**config.mk**
```make
export PLATFORM = sky130hd
export DESIGN_NAME = elevator_call_panel
export DESIGN_NICKNAME = d
export VERILOG_FILES = /design/src/rtl/elevator_call_panel.sv
export SDC_FILE = /design/constraint.sdc
export NUM_CORES = 1
export LEC_CHECK = 0
export ABC_CLOCK_PERIOD_IN_PS = 6610
export BUFFER_PORTS_ARGS = -buffer_cell sky130_fd_sc_hd__clkbuf_2
export CAP_MARGIN = 0
export CORE_ASPECT_RATIO = 0.8
export CORE_MARGIN = 2
export CORE_UTILIZATION = 50
export DETAILED_ROUTE_END_ITERATION = 10
export PLACE_DENSITY = 0.68
export SYNTH_ARGS = -nofsm -noshare
export SYNTH_HDL_FRONTEND = slang
export SYNTH_SLANG_ARGS = --single-unit
```
**constraint.sdc**
```tcl
create_clock -name clk -period 6.61 [get_ports clk]
set_input_delay 0.661 -clock clk [delete_from_list [all_inputs] [get_ports clk]]
set_output_delay 0.661 -clock clk [all_outputs]
set_load 0.005 [all_outputs]
```
**src/rtl/elevator_call_panel.sv**
```systemverilog
// Hall call panel: synchronizes and debounces per-floor call buttons, latches call lamps,
// and emits one-cycle request pulses to the elevator controller.
module elevator_call_panel #(
    parameter int unsigned FLOORS          = 5,
    parameter int unsigned POS_W           = 3,
    parameter int unsigned DEBOUNCE_CYCLES = 4
) (
    input  logic              clk,
    input  logic              reset,
    input  logic [FLOORS-1:0] btn_raw,
    input  logic [POS_W-1:0]  floor_pos,
    input  logic              door_open,
    output logic [FLOORS-1:0] floor_req,
    output logic [FLOORS-1:0] call_lamp,
    output logic [POS_W:0]    call_count
);

    localparam int unsigned CNT_W   = 8;
    localparam int unsigned COUNT_W = POS_W + 1;
    localparam logic [CNT_W-1:0] CNT_LAST = CNT_W'(DEBOUNCE_CYCLES - 1);
    // A single stable sample is enough: skip the wait states entirely.
    localparam logic ONE_SHOT = (DEBOUNCE_CYCLES <= 1);

    typedef enum logic [1:0] {
        IDLE,
        PRESS_WAIT,
        HELD,
        RELEASE_WAIT
    } db_state_t;

    logic [FLOORS-1:0] sync_q;
    logic [FLOORS-1:0] btn_s;
    db_state_t         state_q [FLOORS];
    logic [CNT_W-1:0]  cnt_q   [FLOORS];

    logic [FLOORS-1:0]  accept_c;
    logic [FLOORS-1:0]  serve_c;
    logic [FLOORS-1:0]  lamp_next_c;
    logic [FLOORS-1:0]  pulse_c;
    logic [COUNT_W-1:0] count_next_c;

    // Two-flop synchronizer on the raw buttons.
    always_ff @(posedge clk or posedge reset) begin
        if (reset) begin
            sync_q <= '0;
            btn_s  <= '0;
        end else begin
            sync_q <= btn_raw;
            btn_s  <= sync_q;
        end
    end

    // Press accept is decided from the current debounce state, so lamp and pulse land on the same edge.
    always_comb begin
        accept_c = '0;
        for (int i = 0; i < FLOORS; i++) begin
            case (state_q[i])
                IDLE:       accept_c[i] = btn_s[i] && ONE_SHOT;
                PRESS_WAIT: accept_c[i] = btn_s[i] && (cnt_q[i] == CNT_LAST);
                default:    accept_c[i] = 1'b0;
            endcase
        end
    end

    // Per-floor debounce FSMs.
    always_ff @(posedge clk or posedge reset) begin
        if (reset) begin
            for (int i = 0; i < FLOORS; i++) begin
                state_q[i] <= IDLE;
                cnt_q[i]   <= '0;
            end
        end else begin
            for (int i = 0; i < FLOORS; i++) begin
                case (state_q[i])
                    IDLE: begin
                        if (btn_s[i]) begin
                            if (ONE_SHOT) begin
                                state_q[i] <= HELD;
                                cnt_q[i]   <= '0;
                            end else begin
                                state_q[i] <= PRESS_WAIT;
                                cnt_q[i]   <= CNT_W'(1);
                            end
                        end
                    end
                    PRESS_WAIT: begin
                        if (!btn_s[i]) begin
                            state_q[i] <= IDLE;
                            cnt_q[i]   <= '0;
                        end else if (cnt_q[i] == CNT_LAST) begin
                            state_q[i] <= HELD;
                            cnt_q[i]   <= '0;
                        end else begin
                            cnt_q[i] <= cnt_q[i] + CNT_W'(1);
                        end
                    end
                    HELD: begin
                        if (!btn_s[i]) begin
                            if (ONE_SHOT) begin
                                state_q[i] <= IDLE;
                                cnt_q[i]   <= '0;
                            end else begin
                                state_q[i] <= RELEASE_WAIT;
                                cnt_q[i]   <= CNT_W'(1);
                            end
                        end
                    end
                    RELEASE_WAIT: begin
                        if (btn_s[i]) begin
                            state_q[i] <= HELD;
                            cnt_q[i]   <= '0;
                        end else if (cnt_q[i] == CNT_LAST) begin
                            state_q[i] <= IDLE;
                            cnt_q[i]   <= '0;
                        end else begin
                            cnt_q[i] <= cnt_q[i] + CNT_W'(1);
                        end
                    end
                    default: begin
                        state_q[i] <= IDLE;
                        cnt_q[i]   <= '0;
                    end
                endcase
            end
        end
    end

    // Service at the current floor both clears the lamp and swallows a new press there.
    always_comb begin
        serve_c = '0;
        for (int i = 0; i < FLOORS; i++) begin
            serve_c[i] = door_open && (floor_pos == POS_W'(i));
        end
        lamp_next_c  = (call_lamp | accept_c) & ~serve_c;
        pulse_c      = accept_c & ~call_lamp & ~serve_c;
        count_next_c = '0;
        for (int i = 0; i < FLOORS; i++) begin
            count_next_c = count_next_c + COUNT_W'(lamp_next_c[i]);
        end
    end

    always_ff @(posedge clk or posedge reset) begin
        if (reset) begin
            floor_req  <= '0;
            call_lamp  <= '0;
            call_count <= '0;
        end else begin
            floor_req  <= pulse_c;
            call_lamp  <= lamp_next_c;
            call_count <= count_next_c;
        end
    end

endmodule

```
==> summary.md, run 1 <==
| Metric | Value |
|---|---|
| Status | complete, no violations |
| Period utilization | 43.3% |
| CTS tree | built |
| DR WL/cell | 14.1 µm |
| FMAX | 349 MHz |
| Root buf cell | clkbuf_8 |
| Part of the power in registers | 41.8% |
| CP startpoint kind | register |
| Peak supply drop | 297 µV |
| Top post-synthesis cells by area | dfrtp_1 (54%), a31oi_1 (4.2%), nand2_1 (3.9%), nand3_1 (3.5%), a22o_1 (2.3%) |
| Setup WS pre-CTS | 3750 ps |
| CTS clk-pin slew, worst paths | 70 ps |
| Core area | 6470 µm² |
| FF+latch count, synth | 73 |
| CTS Sinks | 73 |
| CP Capture Point | call_count[1] |
| FP Rows | 26 |
| Antenna-violating nets left | 0 |
| CP startpoint | cnt_q[32] |
| Main synth FF type | dfrtp_1 |
| Mean Syn Cell Area | 10.6 µm² |
| DRT Wirelength | 6200 µm |
| ANT cells | 0 |
| Critical path arrival | 3090 ps |
| Number of enable flip-flop cells after synthesis | 0 |
| Yosys top cell by area | dfrtp_1 |
| Dpl cells | 424 |
| Hold_buf cts | 0 |
| Post-synth top area share | 53.9% |
| Most frequent cells in the layout | dfrtp_1 (73), nand2_1 (35), nand3_1 (24) |
| Synthesized area | 3390 µm² |
| Slew HR | 22.9% |
| Sw Ratio | 33.8% |
| Crit-path cells | ha_1, nor3b_1, nand3_1, nor3b_1, o21ba_1, fa_1, fa_1, ha_1 |
| Nets | 370 |
| Worst Hold Class | reg2reg |
| RSZ-0062 raised after global routing | false |
| Yosys cell types | 51 |
| Setup TNS | 0 ps |
| DRT iter0 DRCs | 154 |
| Area of the multi-input gates | 1510 µm² |
| Synth async-reset ratio | 100% |
| YS warnings | 0 |
| Layout cell share with drive strength beyond 1 | 13.2% |
| Final std cells w/o fill | 439 |
| Combinational share of power | 28.7% |
| Skew-Pair Late Insertion Delay | 340 ps |
| Most common cell after layout, fill and taps aside | dfrtp_1 |
| P_leak | 1.77 nW |
| Synth Area in Compound Gates | 13.8% |
| First-pass GRT wire length | 10600 µm |
| H-tree depth | 3 |
| Overflow after GRT | 0 |
| Internal Power | 1.01 mW |
| Largest net degree at the start of global routing | 74 |
| Vias per cell | 5.68 |
| CP required | 6840 ps |
| Xor/xnor cell area share of the yosys netlist | 3.36% |
| # port buffers | 23 |
| Reg-to-reg slack, setup | 3750 ps |
| Clock power share | 29.5% |
| Register area | 1830 µm² |
| Pwr dens | 394 nW/µm² |
| RR Endpoint | call_count[1] |
| Core Util, Final | 59.6% |
| Crit Path Category | reg2reg |
| Seq/Total Area, Yosys | 53.9% |
| DP HPWL | 4220 µm |
| Die area | 7460 µm² |
| Post-CTS resize count | 0 |
| Hold path start | sync_q[4] |
| Clk_skew | 9.03 ps |
| Max Cap Viol | 0 |
| Num CTS Buffers | 9 |
| Post-synthesis cell count | 320 |
| Die W | 96.1 µm |
| CTS max path bufs | 2 |
| CP Buf/Inv Count | 0 |
| FILL cells | 531 |
| Area growth, synth to finish | 13.8% |
| DRC | 0 |
| Worst stage delay on the critical path | 430 ps |
| # setup viols final | 0 |
| RR Startpoint | cnt_q[32] |
| Crit path depth | 8 |
| Worst slew pin tran | 1150 ps |
| Post-synthesis mux area share | 2.58% |
| Detailed-route via count | 2492 |
| Starting Density | 52.4% |
| Antenna violations before repair | 0 |
| Final hold violation count | 0 |
| Vias in the first global route | 2317 |
| RD Place Congestion | 0.885 |
| Setup repair bufs after CTS | 0 |
| Simple-gate share of the synthesized area | 21.2% |
| Register-to-Register Path Depth | 8 |
| Largest family of logic cells by synthesized area | simple AND/OR/NAND/NOR gates |
| Drt pass-1 iters | 4 |
| Min Tclk post-route | 2860 ps |
| PnR worst setup slack | 3750 ps |
| Psw | 0.513 mW |
| Slowest cell on the critical path | dfrtp_1 |
| Syn_nets | 339 |
| I/O pin count | 25 |
| Crit Path Max Fanout | 6 |
| Die Y-Extent | 77.7 µm |
| Slew Limit Fails | 0 |
| Cell family with most CP delay | adder cells |
| GRT Util Overall | 18.4% |
| Adder-Cell Fraction of Synth Area | 3.39% |
| CP endpoint kind | register |
## how the worst min path moves through the flow
stage                          end  slack, ps  depth (start not counted)
after floorplan           btn_s[0]        330                          0
after global placement    btn_s[4]        330                          0
after detailed placement  btn_s[4]        330                          0
after CTS                 btn_s[4]        350                          0
after global routing      btn_s[4]        360                          0
final                     btn_s[4]        350                          0
## logic make-up after synthesis
group	count (synthesis)
AND/OR/NAND/NOR	135
flip-flops	73
AO/OA/AOI/OAI	68
buffers and inverters	14
XOR/XNOR	13
adder cells (fa/ha/maj)	8
multiplexers	8
other	1
## worst reg2reg max path, stage by stage (launching register included)
cell     delay, ps
dfrtp_1        430
ha_1           270
nor3b_1        340
nand3_1        160
nor3b_1        290
o21ba_1        180
fa_1           430
fa_1           380
ha_1           280
## final cells by class
cell class | count | area share (%)
Clock buffer | 10 | 3.31
Clock inverter | 5 | 3.34
Inverter | 9 | 0.876
Multi-Input combinational cell | 233 | 39.0
Sequential cell | 73 | 47.4
Tap cell | 84 | 2.72
Timing Repair Buffer | 25 | 3.37
## cell usage after synthesis (all sizes together) (3+ instances only)
cell type	instances
nor2	17
or3	3
dfrtp	73
a41oi	4
nand2b	7
inv	9
nand3	24
or4	3
ha	6
and2	4
mux2	6
and4	4
and3	10
o21ai	8
nand2	35
nor4b	3
nor3	11
a211oi	3
buf	3
nor3b	6
a21oi	12
a22o	9
xnor2	9
xor2	4
a31oi	23
## per-layer routing
metal,vias up,GRT usage [%],share of wire [%]
met2,43,26.9,46
met3,7,5.44,3.5
met5,-,0,0
li1,1241,-,-
met1,1201,25.5,49
met4,0,7.71,1.6
## power groups by stage
stage | logic, mW | clock network, mW | registers (mW)
3_5_place_dp | 0.434 | 0 | 0.640
2_1_floorplan | 0.332 | 0 | 0.622
5_1_grt | 0.492 | 0.478 | 0.650
3_3_place_gp | 0.425 | 0 | 0.637
4_1_cts | 0.440 | 0.462 | 0.634
6_report | 0.436 | 0.448 | 0.635
## sequential cells by signal, indices dropped and copies added (netlist names), named ones only
register    cells
btn_s           5
call_count      3
call_lamp       5
cnt_q          40
floor_req       5
state_q         5
sync_q          5
## stage by stage
stage / total power [mW] / area (µm²) / hold WS (ps)
after global placement: 1.06 / 3600 / 333
after global routing: 1.62 / 3860 / 358
after detailed placement: 1.07 / 3600 / 335
after CTS: 1.53 / 3860 / 351
final: 1.52 / 3860 / 349
after floorplan: 0.954 / 3390 / 331
Note: power is estimated with default switching activity, not from simulation.
==> inputs of run 2 (changes only) <==
Settings changed: ABC_CLOCK_PERIOD_IN_PS 6610 to 2900.
Clock period 6.61 ns to 2.9 ns, I/O delays scaled along.
==> run 2 against run 1 <==
  * Critical path depth unchanged
  * Count of clock-buffer cells in the layout rose by 2
  * Sequential cell count is the same
  * Routed wire length increased by 2.8%
  * Total power up 120%
  * Fmax is 6.4% higher
  * Register-to-register slack worse by 3500 ps
  * Die area did not move
  * Clock skew is 0.66 ps higher
  * Combinational power is 140% higher
  * Critical path type unchanged
  * Critical endpoint unchanged
  * Largest power group unchanged
==> summary.md, run 2 (synthesis results as in run 1) <==
| Metric | Value |
|---|---|
| Worst Hold Class | in2reg (was reg2reg) |
| Clk_skew | 9.69 ps (was 9.03 ps) |
| Die W | 96.1 µm (unchanged) |
| ANT cells | 0 (unchanged) |
| Die Y-Extent | 77.7 µm (unchanged) |
| Largest reg by FF count | cnt_q (unchanged) |
| CP endpoint kind | register (unchanged) |
| FMAX | 372 MHz (was 349 MHz) |
| # setup viols final | 0 (unchanged) |
| Core area | 6470 µm² (unchanged) |
| Root buf cell | clkbuf_8 (unchanged) |
| CP required | 3130 ps (was 6840 ps) |
| Placed instance area | 3630 µm² (was 3600 µm²) |
| Area growth, synth to finish | 13.6% (was 13.8%) |
| Antenna-violating nets left | 0 (unchanged) |
| Nets | 374 (was 370) |
| Pwr dens | 859 nW/µm² (was 394 nW/µm²) |
| Peak supply drop | 567 µV (was 297 µV) |
| Final hold violation count | 0 (unchanged) |
| Drt pass-1 iters | 4 (unchanged) |
| CTS Sinks | 73 (unchanged) |
| Crit Path Category | reg2reg (unchanged) |
| Vias in the first global route | 2328 (was 2317) |
| Hold_buf cts | 0 (unchanged) |
| Critical path arrival | 2920 ps (was 3090 ps) |
| Crit Path Max Fanout | 4 (was 6) |
| Largest net degree at the start of global routing | 74 (unchanged) |
| Overflow after GRT | 0 (unchanged) |
| Max Cap Viol | 0 (unchanged) |
| RR Endpoint | call_count[1] (unchanged) |
| Core Util, Final | 59.5% (was 59.6%) |
| Final std cells w/o fill | 444 (was 439) |
| Starting Density | 52.4% (unchanged) |
| RSZ-0062 raised after global routing | false (unchanged) |
| Register-to-Register Path Depth | 8 (unchanged) |
| Dpl cells | 428 (was 424) |
| CTS max path bufs | 2 (unchanged) |
| CTS clk-pin slew, worst paths | 80 ps (was 70 ps) |
| Layout cell share with drive strength beyond 1 | 15.3% (was 13.2%) |
| Min Tclk post-route | 2690 ps (was 2860 ps) |
| Most common cell after layout, fill and taps aside | dfrtp_1 (unchanged) |
| FP Rows | 26 (unchanged) |
| Slew HR | 39.9% (was 22.9%) |
| H-tree depth | 3 (unchanged) |
| # port buffers | 23 (unchanged) |
| CP startpoint kind | register (unchanged) |
| RR Startpoint | cnt_q[8] (was cnt_q[32]) |
| DP HPWL | 4450 µm (was 4220 µm) |
| I/O pin count | 25 (unchanged) |
| RD Place Congestion | 0.872 (was 0.885) |
| CP startpoint | cnt_q[8] (was cnt_q[32]) |
| Num CTS Buffers | 9 (unchanged) |
| Reg-to-reg slack, setup | 210 ps (was 3750 ps) |
| Design area | 3850 µm² (was 3860 µm²) |
| Die area | 7460 µm² (unchanged) |
| Detailed-route via count | 2517 (was 2492) |
| Skew-Pair Late Insertion Delay | 340 ps (about the same) |
| DRT Wirelength | 6370 µm (was 6200 µm) |
| Setup repair bufs after CTS | 0 (unchanged) |
| Worst slew pin tran | 901 ps (was 1150 ps) |
| First-pass GRT wire length | 10700 µm (was 10600 µm) |
| CP Capture Point | call_count[1] (unchanged) |
| DRT iter0 DRCs | 94 (was 154) |
| PnR worst setup slack | 211 ps (was 3750 ps) |
| Largest register FFs | 40 (unchanged) |
| DR WL/cell | 14.4 µm (was 14.1 µm) |
| Vias per cell | 5.67 (was 5.68) |
| CTS tree | built (unchanged) |
| Antenna violations before repair | 0 (unchanged) |
| Slew Limit Fails | 0 (unchanged) |
| Setup TNS | 0 ps (unchanged) |
| DRC | 0 (unchanged) |
| Status | complete, no violations (unchanged) |
| P_leak | 1.77 nW (about the same) |
| Period utilization | 92.7% (was 43.3%) |
| Most frequent cells in the layout | dfrtp_1 (73), nand2_1 (35), nand3_1 (24) (unchanged) |
| Setup WS pre-CTS | 68.4 ps (was 3750 ps) |
| GRT Util Overall | 18.4% (about the same) |
[run 2: changes by cell type in the layout (fill, tap and decap cells not counted), sizes merged]
cell	delta
clkinv	+1
buf	+4
clkbuf	+2
bufinv	-3
clkinvlp	+1
[run 2: metrics by stage]
stage	hold WS, ps	total power, mW
after floorplan	321	2.17
after global placement	332	2.44
after detailed placement	336	2.50
after CTS	33.8	3.32
after global routing	26.8	3.53
final	48.2	3.31
[run 2: layout make-up]
class	count	area [µm²]
Fill cell	555	2620
Sequential cell	73	1830
Multi-Input combinational cell	233	1520
Timing Repair Buffer	29	160
Clock buffer	12	155
Tap cell	84	105
Clock inverter	4	51.3
Inverter	9	33.8
[run 2: worst max-delay path, stage by stage (launching register included)]
cell	delay, ps
dfrtp_1	400
ha_1	210
nor4b_2	240
and3_1	250
nand3b_1	140
a21oi_2	210
fa_1	460
fa_1	380
ha_1	280
[run 2: routing by layer]
| metal | vias to the layer above | share of wire, % | GRT usage, % |
|---|---|---|---|
| met4 | 0 | 1.3 | 6.14 |
| met5 | - | 0 | 0 |
| met2 | 34 | 47 | 27.8 |
| met3 | 9 | 2.8 | 4.66 |
| met1 | 1223 | 49 | 26.1 |
| li1 | 1251 | - | - |
[run 2: power breakdown]
part	leakage, nW	switching [mW]	internal (mW)
Combinational	0.714	0.610	0.435
Sequential	0.953	0.216	1.23
Clock	0.103	0.373	0.445
Total	1.77	1.20	2.11
[run 2: worst min-delay path by stage]
stage	from	endpoint	slack [ps]	depth (start not counted)
floorplan	btn_raw[0]	sync_q[0]	320	0
global placement	sync_q[4]	btn_s[4]	330	0
detailed placement	sync_q[4]	btn_s[4]	340	0
CTS	btn_raw[2]	sync_q[2]	30	1
global route	btn_raw[4]	sync_q[4]	30	1
finish	btn_raw[2]	sync_q[2]	50	1
[run 2: timing repair]
action,4_1_cts,5_1_grt
endpoints found under the hold margin,0,0
resized for setup,0,3
setup endpoints to repair,0,2
==> inputs of run 3 (changes only) <==
Settings changed: REMOVE_ABC_BUFFERS set to 1.
==> run 3 against run 2 <==
  * Sequential cell count did not move
  * Global-route usage rose by 0.59 points
  * Routed wire length fell by 2.3%
  * Register-to-register slack got worse by 20 ps
  * Critical path depth did not move
  * Cell area fell by 0.78%
==> summary.md, run 3 (synthesis results as in run 1) <==
| Metric | Value |
|---|---|
| Status | complete, no violations (unchanged) |
| Crit Path Max Fanout | 4 (unchanged) |
| Min Tclk post-route | 2710 ps (was 2690 ps) |
| DRC | 0 (unchanged) |
| Overflow after GRT | 0 (unchanged) |
| Layout cell share with drive strength beyond 1 | 14.8% (was 15.3%) |
| Skew-Pair Late Insertion Delay | 340 ps (about the same) |
| DRT Wirelength | 6230 µm (was 6370 µm) |
| CTS tree | built (unchanged) |
| Top Usage Layer GRT | met2 (unchanged) |
| M3 GR Usage | 6.12% (was 4.66%) |
| # port buffers | 23 (unchanged) |
| Max Cap Viol | 0 (unchanged) |
| Final hold violation count | 0 (unchanged) |
| FP Rows | 26 (unchanged) |
| Antenna violations before repair | 0 (unchanged) |
| Reg-to-reg slack, setup | 190 ps (was 210 ps) |
| Routing usage on met2 | 28.3% (was 27.8%) |
| GRT Util Overall | 19.0% (was 18.4%) |
| RR Endpoint | call_count[1] (unchanged) |
| CP required | 3120 ps (was 3130 ps) |
| Antenna-violating nets left | 0 (unchanged) |
| CTS max path bufs | 2 (unchanged) |
| Peak supply drop | 382 µV (was 567 µV) |
| Num CTS Buffers | 9 (unchanged) |
| CTS Sinks | 73 (unchanged) |
| CP startpoint kind | register (unchanged) |
| Register-to-Register Path Depth | 8 (unchanged) |
| Drt pass-1 iters | 4 (unchanged) |
| ANT cells | 0 (unchanged) |
| CP endpoint kind | register (unchanged) |
| Total power | 3.17 mW (was 3.31 mW) |
| RD Place Congestion | 0.812 (was 0.872) |
| Vias in the first global route | 2341 (was 2328) |
| Detailed-route via count | 2502 (was 2517) |
| Nets | 375 (was 374) |
| Period utilization | 93.6% (was 92.7%) |
| Core area | 6470 µm² (unchanged) |
| Area growth, synth to finish | 12.7% (was 13.6%) |
| Worst Hold Class | in2async (was in2reg) |
| Slew HR | 56.6% (was 39.9%) |
| Critical path arrival | 2940 ps (was 2920 ps) |
| Starting Density | 52.4% (unchanged) |
| DP HPWL | 4510 µm (was 4450 µm) |
| Crit Path Category | reg2reg (unchanged) |
| CP startpoint | cnt_q[8] (unchanged) |
| Largest register FFs | 40 (unchanged) |
| DRT iter0 DRCs | 217 (was 94) |
| Largest net degree at the start of global routing | 32 (was 74) |
| PnR worst setup slack | 187 ps (was 211 ps) |
| # setup viols final | 0 (unchanged) |
| CTS clk-pin slew, worst paths | 70 ps (was 80 ps) |
| H-tree depth | 3 (unchanged) |
| Setup WS pre-CTS | 98.8 ps (was 68.4 ps) |
| Final Hold Slack | 20.3 ps (was 48.2 ps) |
| Clk_skew | 6.61 ps (was 9.69 ps) |
| RSZ-0062 raised after global routing | false (unchanged) |
| Worst slew pin tran | 650 ps (was 901 ps) |
| Most frequent cells in the layout | dfrtp_1 (73), nand2_1 (35), nand3_1 (24) (unchanged) |
| DR WL/cell | 14.1 µm (was 14.4 µm) |
| Most common cell after layout, fill and taps aside | dfrtp_1 (unchanged) |
| Die Y-Extent | 77.7 µm (unchanged) |
| P_leak | 1.76 nW (was 1.77 nW) |
| Grt met1 use | 26.7% (was 26.1%) |
| RR Startpoint | cnt_q[8] (unchanged) |
| Setup TNS | 0 ps (unchanged) |
| Largest reg by FF count | cnt_q (unchanged) |
| Slew Limit Fails | 0 (unchanged) |
| Die W | 96.1 µm (unchanged) |
| Pwr dens | 830 nW/µm² (was 859 nW/µm²) |
| FILL cells | 547 (was 555) |
| Root buf cell | clkbuf_8 (unchanged) |
| First-pass GRT wire length | 10800 µm (was 10700 µm) |
| Vias per cell | 5.66 (was 5.67) |
| FMAX | 369 MHz (was 372 MHz) |
| I/O pin count | 25 (unchanged) |
| Die area | 7460 µm² (unchanged) |
## run 3: changes by cell type in the layout (fill, tap and decap cells not counted), sizes merged
cell,before,now
clkinv,2,0
buf,6,7
bufinv,1,0
clkbuf,35,36
clkinvlp,1,0
## run 3: timing repair
action / in CTS / in global routing
resized for setup: 0 / 3
hold buffers: 0 / 0
endpoints found under the setup margin: 0 / 2
setup buffers: 0 / 0
## run 3: area by class of cell
type,count,area (µm²),area share (%)
clock buffer,13,169,4.42
inverter,9,33.8,0.884
multi-input combinational,233,1520,39.8
sequential,73,1830,47.8
tap,84,105,2.75
timing repair buffer,30,168,4.39
## run 3: worst max path at each step
stage,to,depth (start not counted)
final,call_count[1],8
after CTS,call_count[1],8
after global placement,call_count[1],8
after detailed placement,call_count[1],8
after floorplan,call_count[1],8
after global routing,call_count[1],8
## run 3: metal layers
layer	wire length, µm	vias to the layer above
li1	-	1249
met1	3050	1210
met2	2890	36
met3	211	7
met4	77	0
met5	0	-
## run 3: power by group
| group | total (mW) | switching, mW | internal [mW] |
|---|---|---|---|
| logic | 1.03 | 0.604 | 0.430 |
| clock network | 0.695 | 0.328 | 0.367 |
| registers | 1.44 | 0.212 | 1.23 |
| total | 3.17 | 1.14 | 2.03 |
## run 3: worst max-delay path, stage by stage, from the launching register on
cell	delay (ps)
dfrtp_1	390
ha_1	220
nor4b_1	300
and3_1	260
nand3b_1	130
a21oi_2	200
fa_1	450
fa_1	380
ha_1	270
## run 3: per-stage QoR
step / cells / cell area [µm²] / utilization (%)
after global routing: 442 / 3820 / 59.0
after global placement: 429 / 3640 / 56.2
after detailed placement: 429 / 3640 / 56.2
final: 442 / 3820 / 59.0
after floorplan: 315 / 3370 / -
after CTS: 442 / 3810 / 58.8
